### config.mk
export PLATFORM = sky130hd
export DESIGN_NAME = pe_result_collector
export DESIGN_NICKNAME = d
export VERILOG_FILES = /design/src/rtl/pe_result_collector.sv
export SDC_FILE = /design/constraint.sdc
export NUM_CORES = 1
export LEC_CHECK = 0
export ABC_AREA = 0
export ABC_CLOCK_PERIOD_IN_PS = 2600
export BUFFER_PORTS_ARGS = -buffer_cell sky130_fd_sc_hd__clkbuf_2
export CORE_MARGIN = 2
export CORE_UTILIZATION = 23
export DETAILED_ROUTE_END_ITERATION = 7
export SYNTH_ARGS = -nofsm -noshare
export SYNTH_HDL_FRONTEND = slang
export SYNTH_SLANG_ARGS = --single-unit
### constraint.sdc
create_clock -name clk -period 2.6 [get_ports clk]
set_clock_uncertainty 0.1 [all_clocks]
set_input_delay 0.13 -clock clk [delete_from_list [all_inputs] [get_ports clk]]
set_output_delay 0.13 -clock clk [all_outputs]
set_load 0.01 [all_outputs]
### src/rtl/pe_result_collector.sv
// ============================================================================
// Module   : pe_result_collector
// Purpose  : Gathers one result word per PE lane per round (any order),
//            then streams them out in lane order on a valid/ready port.
//            Optional macro PE_COLLECTOR_CHKSUM_EN appends an XOR checksum word.
// Revision : 1.0 - initial release
// ============================================================================
`default_nettype none

module pe_result_collector #(
    parameter  int NUM_PE  = 8,
    parameter  int DATA_W  = 32,
    parameter  int ROUND_W = 16,
    localparam int IDX_W   = $clog2(NUM_PE + 1)
) (
    input  logic                     clk,
    input  logic                     reset,
    input  logic [NUM_PE*DATA_W-1:0] result_i,
    input  logic [NUM_PE-1:0]        result_vld_i,
    input  logic                     clr_ovr_i,
    output logic                     accept_o,
    output logic [DATA_W-1:0]        out_data_o,
    output logic [IDX_W-1:0]         out_pe_o,
    output logic [ROUND_W-1:0]       out_round_o,
    output logic                     out_valid_o,
    input  logic                     out_ready_i,
    output logic                     round_done_o,
    output logic [NUM_PE-1:0]        overrun_o
);

    typedef enum logic [0:0] {
        COLLECT = 1'b0,
        DRAIN   = 1'b1
    } state_t;

`ifdef PE_COLLECTOR_CHKSUM_EN
    localparam logic [IDX_W-1:0] LAST_IDX = IDX_W'(NUM_PE);
`else
    localparam logic [IDX_W-1:0] LAST_IDX = IDX_W'(NUM_PE - 1);
`endif

    state_t               state_q, state_d;
    logic [NUM_PE-1:0]    cap_q, cap_d;
    logic [IDX_W-1:0]     ptr_q, ptr_d;
    logic [ROUND_W-1:0]   round_q, round_d;
    logic [DATA_W-1:0]    bank_q [NUM_PE];
    logic [DATA_W-1:0]    bank_d [NUM_PE];
    logic [NUM_PE-1:0]    ovr_q, ovr_d;
    logic                 done_q, done_d;
`ifdef PE_COLLECTOR_CHKSUM_EN
    logic [DATA_W-1:0]    chk_q, chk_d;
`endif

    logic [DATA_W-1:0]    rd_word;
    logic [NUM_PE-1:0]    ovr_set;
    logic                 draining;
    logic                 hs;

    assign draining = (state_q == DRAIN);
    assign hs       = draining && out_ready_i;

    // Loop-based read mux keeps the pointer width independent of bank depth.
    always_comb begin
        rd_word = '0;
        for (int k = 0; k < NUM_PE; k++) begin
            if (ptr_q == IDX_W'(k)) begin
                rd_word = bank_q[k];
            end
        end
`ifdef PE_COLLECTOR_CHKSUM_EN
        if (ptr_q == IDX_W'(NUM_PE)) begin
            rd_word = chk_q;
        end
`endif
    end

    always_comb begin
        state_d = state_q;
        cap_d   = cap_q;
        ptr_d   = ptr_q;
        round_d = round_q;
        bank_d  = bank_q;
        done_d  = 1'b0;
        ovr_set = '0;
`ifdef PE_COLLECTOR_CHKSUM_EN
        chk_d   = chk_q;
`endif
        case (state_q)
            COLLECT: begin
                for (int k = 0; k < NUM_PE; k++) begin
                    if (result_vld_i[k]) begin
                        if (!cap_q[k]) begin
                            bank_d[k] = result_i[k*DATA_W +: DATA_W];
                            cap_d[k]  = 1'b1;
`ifdef PE_COLLECTOR_CHKSUM_EN
                            chk_d     = chk_d ^ result_i[k*DATA_W +: DATA_W];
`endif
                        end else begin
                            ovr_set[k] = 1'b1;
                        end
                    end
                end
                if (&cap_d) begin
                    state_d = DRAIN;
                    ptr_d   = '0;
                end
            end
            DRAIN: begin
                // Any strobe while draining belongs to no open round.
                ovr_set = result_vld_i;
                if (hs) begin
                    if (ptr_q == LAST_IDX) begin
                        done_d  = 1'b1;
                        cap_d   = '0;
                        round_d = round_q + ROUND_W'(1);
                        ptr_d   = '0;
                        state_d = COLLECT;
`ifdef PE_COLLECTOR_CHKSUM_EN
                        chk_d   = '0;
`endif
                    end else begin
                        ptr_d = ptr_q + IDX_W'(1);
                    end
                end
            end
            default: state_d = COLLECT;
        endcase
        // A new overrun outranks a simultaneous clear.
        ovr_d = (clr_ovr_i ? '0 : ovr_q) | ovr_set;
    end

    always_ff @(posedge clk or negedge reset) begin
        if (!reset) begin
            state_q <= COLLECT;
            cap_q   <= '0;
            ptr_q   <= '0;
            round_q <= '0;
            ovr_q   <= '0;
            done_q  <= 1'b0;
            for (int k = 0; k < NUM_PE; k++) begin
                bank_q[k] <= '0;
            end
`ifdef PE_COLLECTOR_CHKSUM_EN
            chk_q   <= '0;
`endif
        end else begin
            state_q <= state_d;
            cap_q   <= cap_d;
            ptr_q   <= ptr_d;
            round_q <= round_d;
            ovr_q   <= ovr_d;
            done_q  <= done_d;
            for (int k = 0; k < NUM_PE; k++) begin
                bank_q[k] <= bank_d[k];
            end
`ifdef PE_COLLECTOR_CHKSUM_EN
            chk_q   <= chk_d;
`endif
        end
    end

    assign accept_o     = (state_q == COLLECT);
    assign out_valid_o  = draining;
    assign out_data_o   = draining ? rd_word : '0;
    assign out_pe_o     = ptr_q;
    assign out_round_o  = round_q;
    assign round_done_o = done_q;
    assign overrun_o    = ovr_q;

endmodule

`default_nettype wire

==> results.cfg <==
[outcome]
run_status = finished, violations left
violations = negative setup slack

[sta]
rsz0062_at_grt = yes
finalHoldViolations = 0
finalHoldWorstSlack_ns = 0.05168
slew_headroom_pct = 53.29
slew_viol_final = 0
fin_crit_ns = 2.628
layout_setup_ws_ns = -0.02784
worst_slew_pin_slew_ns = 0.7007
fmax_ghz = 0.3805
post-route-period-util_pct = 101.1
finalSetupViolCount = 2

[cts]
cts_inserted_buffers = 38
clockBufferDepth = 3
cts_tree = done
root_buffer = clkbuf_16
cts.sink_count = 294
clock_latency_ns = 0.55
htree_levels = 2
clkTransAtPathRegs_ns = 0.06

[setup_path]
crit_slowest_cell = dfrtp_2
critPathMaxStageDelay_ns = 0.46
start_kind = flop
worstPathMaxFanout = 8
crit_required_ns = 2.37
cp-end-kind = primary output
cp.arrival_ns = 2.40
crit_type = reg2out
timing.critical_path.cells = inv_4 > ha_4 > nor2b_4 > buf_4 > buf_12 > a22oi_2 > o22a_1 > o22ai_2 > buf_2

[routing]
dr.pass1.iters = 5
drt_iter0_markers = 736
antenna_left = 0
viasPerCell = 4.738
dr_total_vias = 12370
drc = 0
wire_per_inst_um = 21.67
wl_mm = 56.55

[floorplan]
dieArea_um2 = 62270
pin_count = 331
start_util_pct = 23.10
rows = 90
die_h_um = 249.5
die_w_um = 249.5
core_um2 = 60020

[yosys]
synth_cell_types = 43
synth_cells = 1191
async_flop_share_pct = 100.0
avgSynthCellArea_um2 = 11.64
synth-edff-count = 0
yosysSeqAreaShare_pct = 53.06
synth_area_um2 = 13870
ys.flop_type = dfrtp_1
syn_nets = 1464
synth_seq_cells = 294
yosys_warnings = 0

[grt]
grt_start_max_net_pins = 74
grt_pass1_vias = 13530
antenna_found_initial = 2
grt_pass1_wl_mm = 83.19
grt_overflow = 0
grt.total_usage_pct = 17.77

[job]
max-cap-violations = 0

[final_layout]
multi_input_area_um2 = 6397
layout_commonest_cell = clkbuf_2
stdcell_area_um2 = 21350
layout_common_cells = clkbuf_2 (299), dfrtp_1 (289), dlygate4sd3_1 (270)
syn_to_final_growth_pct = 53.96
fillers = 5789
final_cells = 2610
final_nets = 2075
register_area_um2 = 7366
layout-drive-gt1-share_pct = 43.89

[power_and_ir_drop]
total_power_mw = 24.59
peakVddDrop_mv = 0.6437
p_leak_nw = 9.461
cellPowerDensity_nw_per_um2 = 1152

[hold_path]
hp-class = in2async

[placed_design]
pre_cts_ws_ns = 0.2092
placed_area_um2 = 16710
gp_congestion = 0.8076
dp.cells = 2254
dpl.hpwl_mm = 36.49
io_buffers = 330
Yosys cell counts, types with 34 or more instances:
library cell | count | area (µm²)
inv_1 | 49 | 183.9
a22o_1 | 35 | 306.5
a21oi_1 | 98 | 490.5
nand2_1 | 49 | 183.9
mux2_2 | 224 | 2522
o21ai_0 | 82 | 410.4
dfrtp_1 | 294 | 7357
clkbuf_1 | 43 | 161.4
o22ai_1 | 34 | 212.7
per-layer routing:
metal / track usage [%] / vias up / share of wire (%)
met5: 0 / - / 0
met4: 7.194 / 0 / 3.6
met3: 3.035 / 125 / 4.5
met2: 31.09 / 436 / 50
met1: 21.66 / 6273 / 42
li1: - / 5533 / -
power by group:
| group | switching (mW) | internal [mW] |
|---|---|---|
| sequential | 1.30 | 6.71 |
| combinational | 5.89 | 5.47 |
| clock | 2.14 | 3.09 |
| total | 9.33 | 15.3 |
area by class of cell:
cell class,count,share of cell area (%)
Timing Repair Buffer,663,24.36
Clock inverter,14,0.6799
Tap cell,782,4.583
Clock buffer,49,4.982
Antenna cell,3,0.03517
Sequential cell,294,34.50
Multi-Input combinational cell,756,29.97
Inverter,49,0.8850
logic make-up (layout without fill, tap and decap cells):
logic type,after synthesis,in the layout,synth area share [%]
AO/OA/AOI/OAI,382,382,17.75
XOR/XNOR,16,16,1.011
adder cells (fa/ha/maj),5,5,0.4512
buffers and inverters,141,775,4.223
flip-flops,294,294,53.06
multiplexers,224,224,18.19
other,0,3,0
AND/OR/NAND/NOR,129,129,5.315
stage by stage:
| step | TNS, ns | utilization, % |
|---|---|---|
| floorplan | 0 | - |
| global placement | 0 | 27.84 |
| detailed placement | 0 | 27.84 |
| CTS | -1.024 | 35.39 |
| global route | -1.833 | 35.56 |
| finish | -0.04421 | 35.57 |
registers in the layout, indices dropped and copies added, names as in the netlist:
signal / flops
overrun_o: 8
out_valid_o: 1
out_pe_o: 4
cap_q: 8
out_round_o: 16
bank_q: 256
round_done_o: 1
worst paths after layout:
check / endpoint / cells after the start / from / slack, ns
worst min register to register: bank_q[15]$_DFFE_PN0P_ / 1 / bank_q[15]$_DFFE_PN0P_ / 0.40
worst max-delay path: out_data_o[8] / 9 / out_pe_o[1]$_DFFE_PN0P_ / -0.03
worst min-delay path: out_round_o[5]$_DFFE_PN0P_ / 2 / reset / 0.05
max in group asynchronous: bank_q[71]$_DFFE_PN0P_ / 3 / reset / 1.39
min in group clk: bank_q[4]$_DFFE_PN0P_ / 3 / result_i[228] / 0.24
worst max register to register: out_round_o[15]$_DFFE_PN0P_ / 7 / out_pe_o[0]$_DFFE_PN0P_ / 0.25
what timing repair did:
| action | CTS | global route |
|---|---|---|
| setup endpoints to repair | 32 | 32 |
| buffers inserted | 10 | 8 |
| resized for setup | 87 | 53 |
| gates cloned | 4 | 0 |
| pin swaps | 12 | 18 |
| endpoints found under the hold margin | 356 | 0 |
| hold buffers | 270 | 0 |
critical path: cells and delay by family, from the launching register on:
| kind | cells | cell delay (ns) |
|---|---|---|
| AO/OA/AOI/OAI | 3 | 0.51 |
| flip-flops | 1 | 0.46 |
| buffers and inverters | 4 | 0.55 |
| AND/OR/NAND/NOR | 1 | 0.17 |
| adder cells (fa/ha/maj) | 1 | 0.14 |
Note: power is estimated with default switching activity, not from simulation.
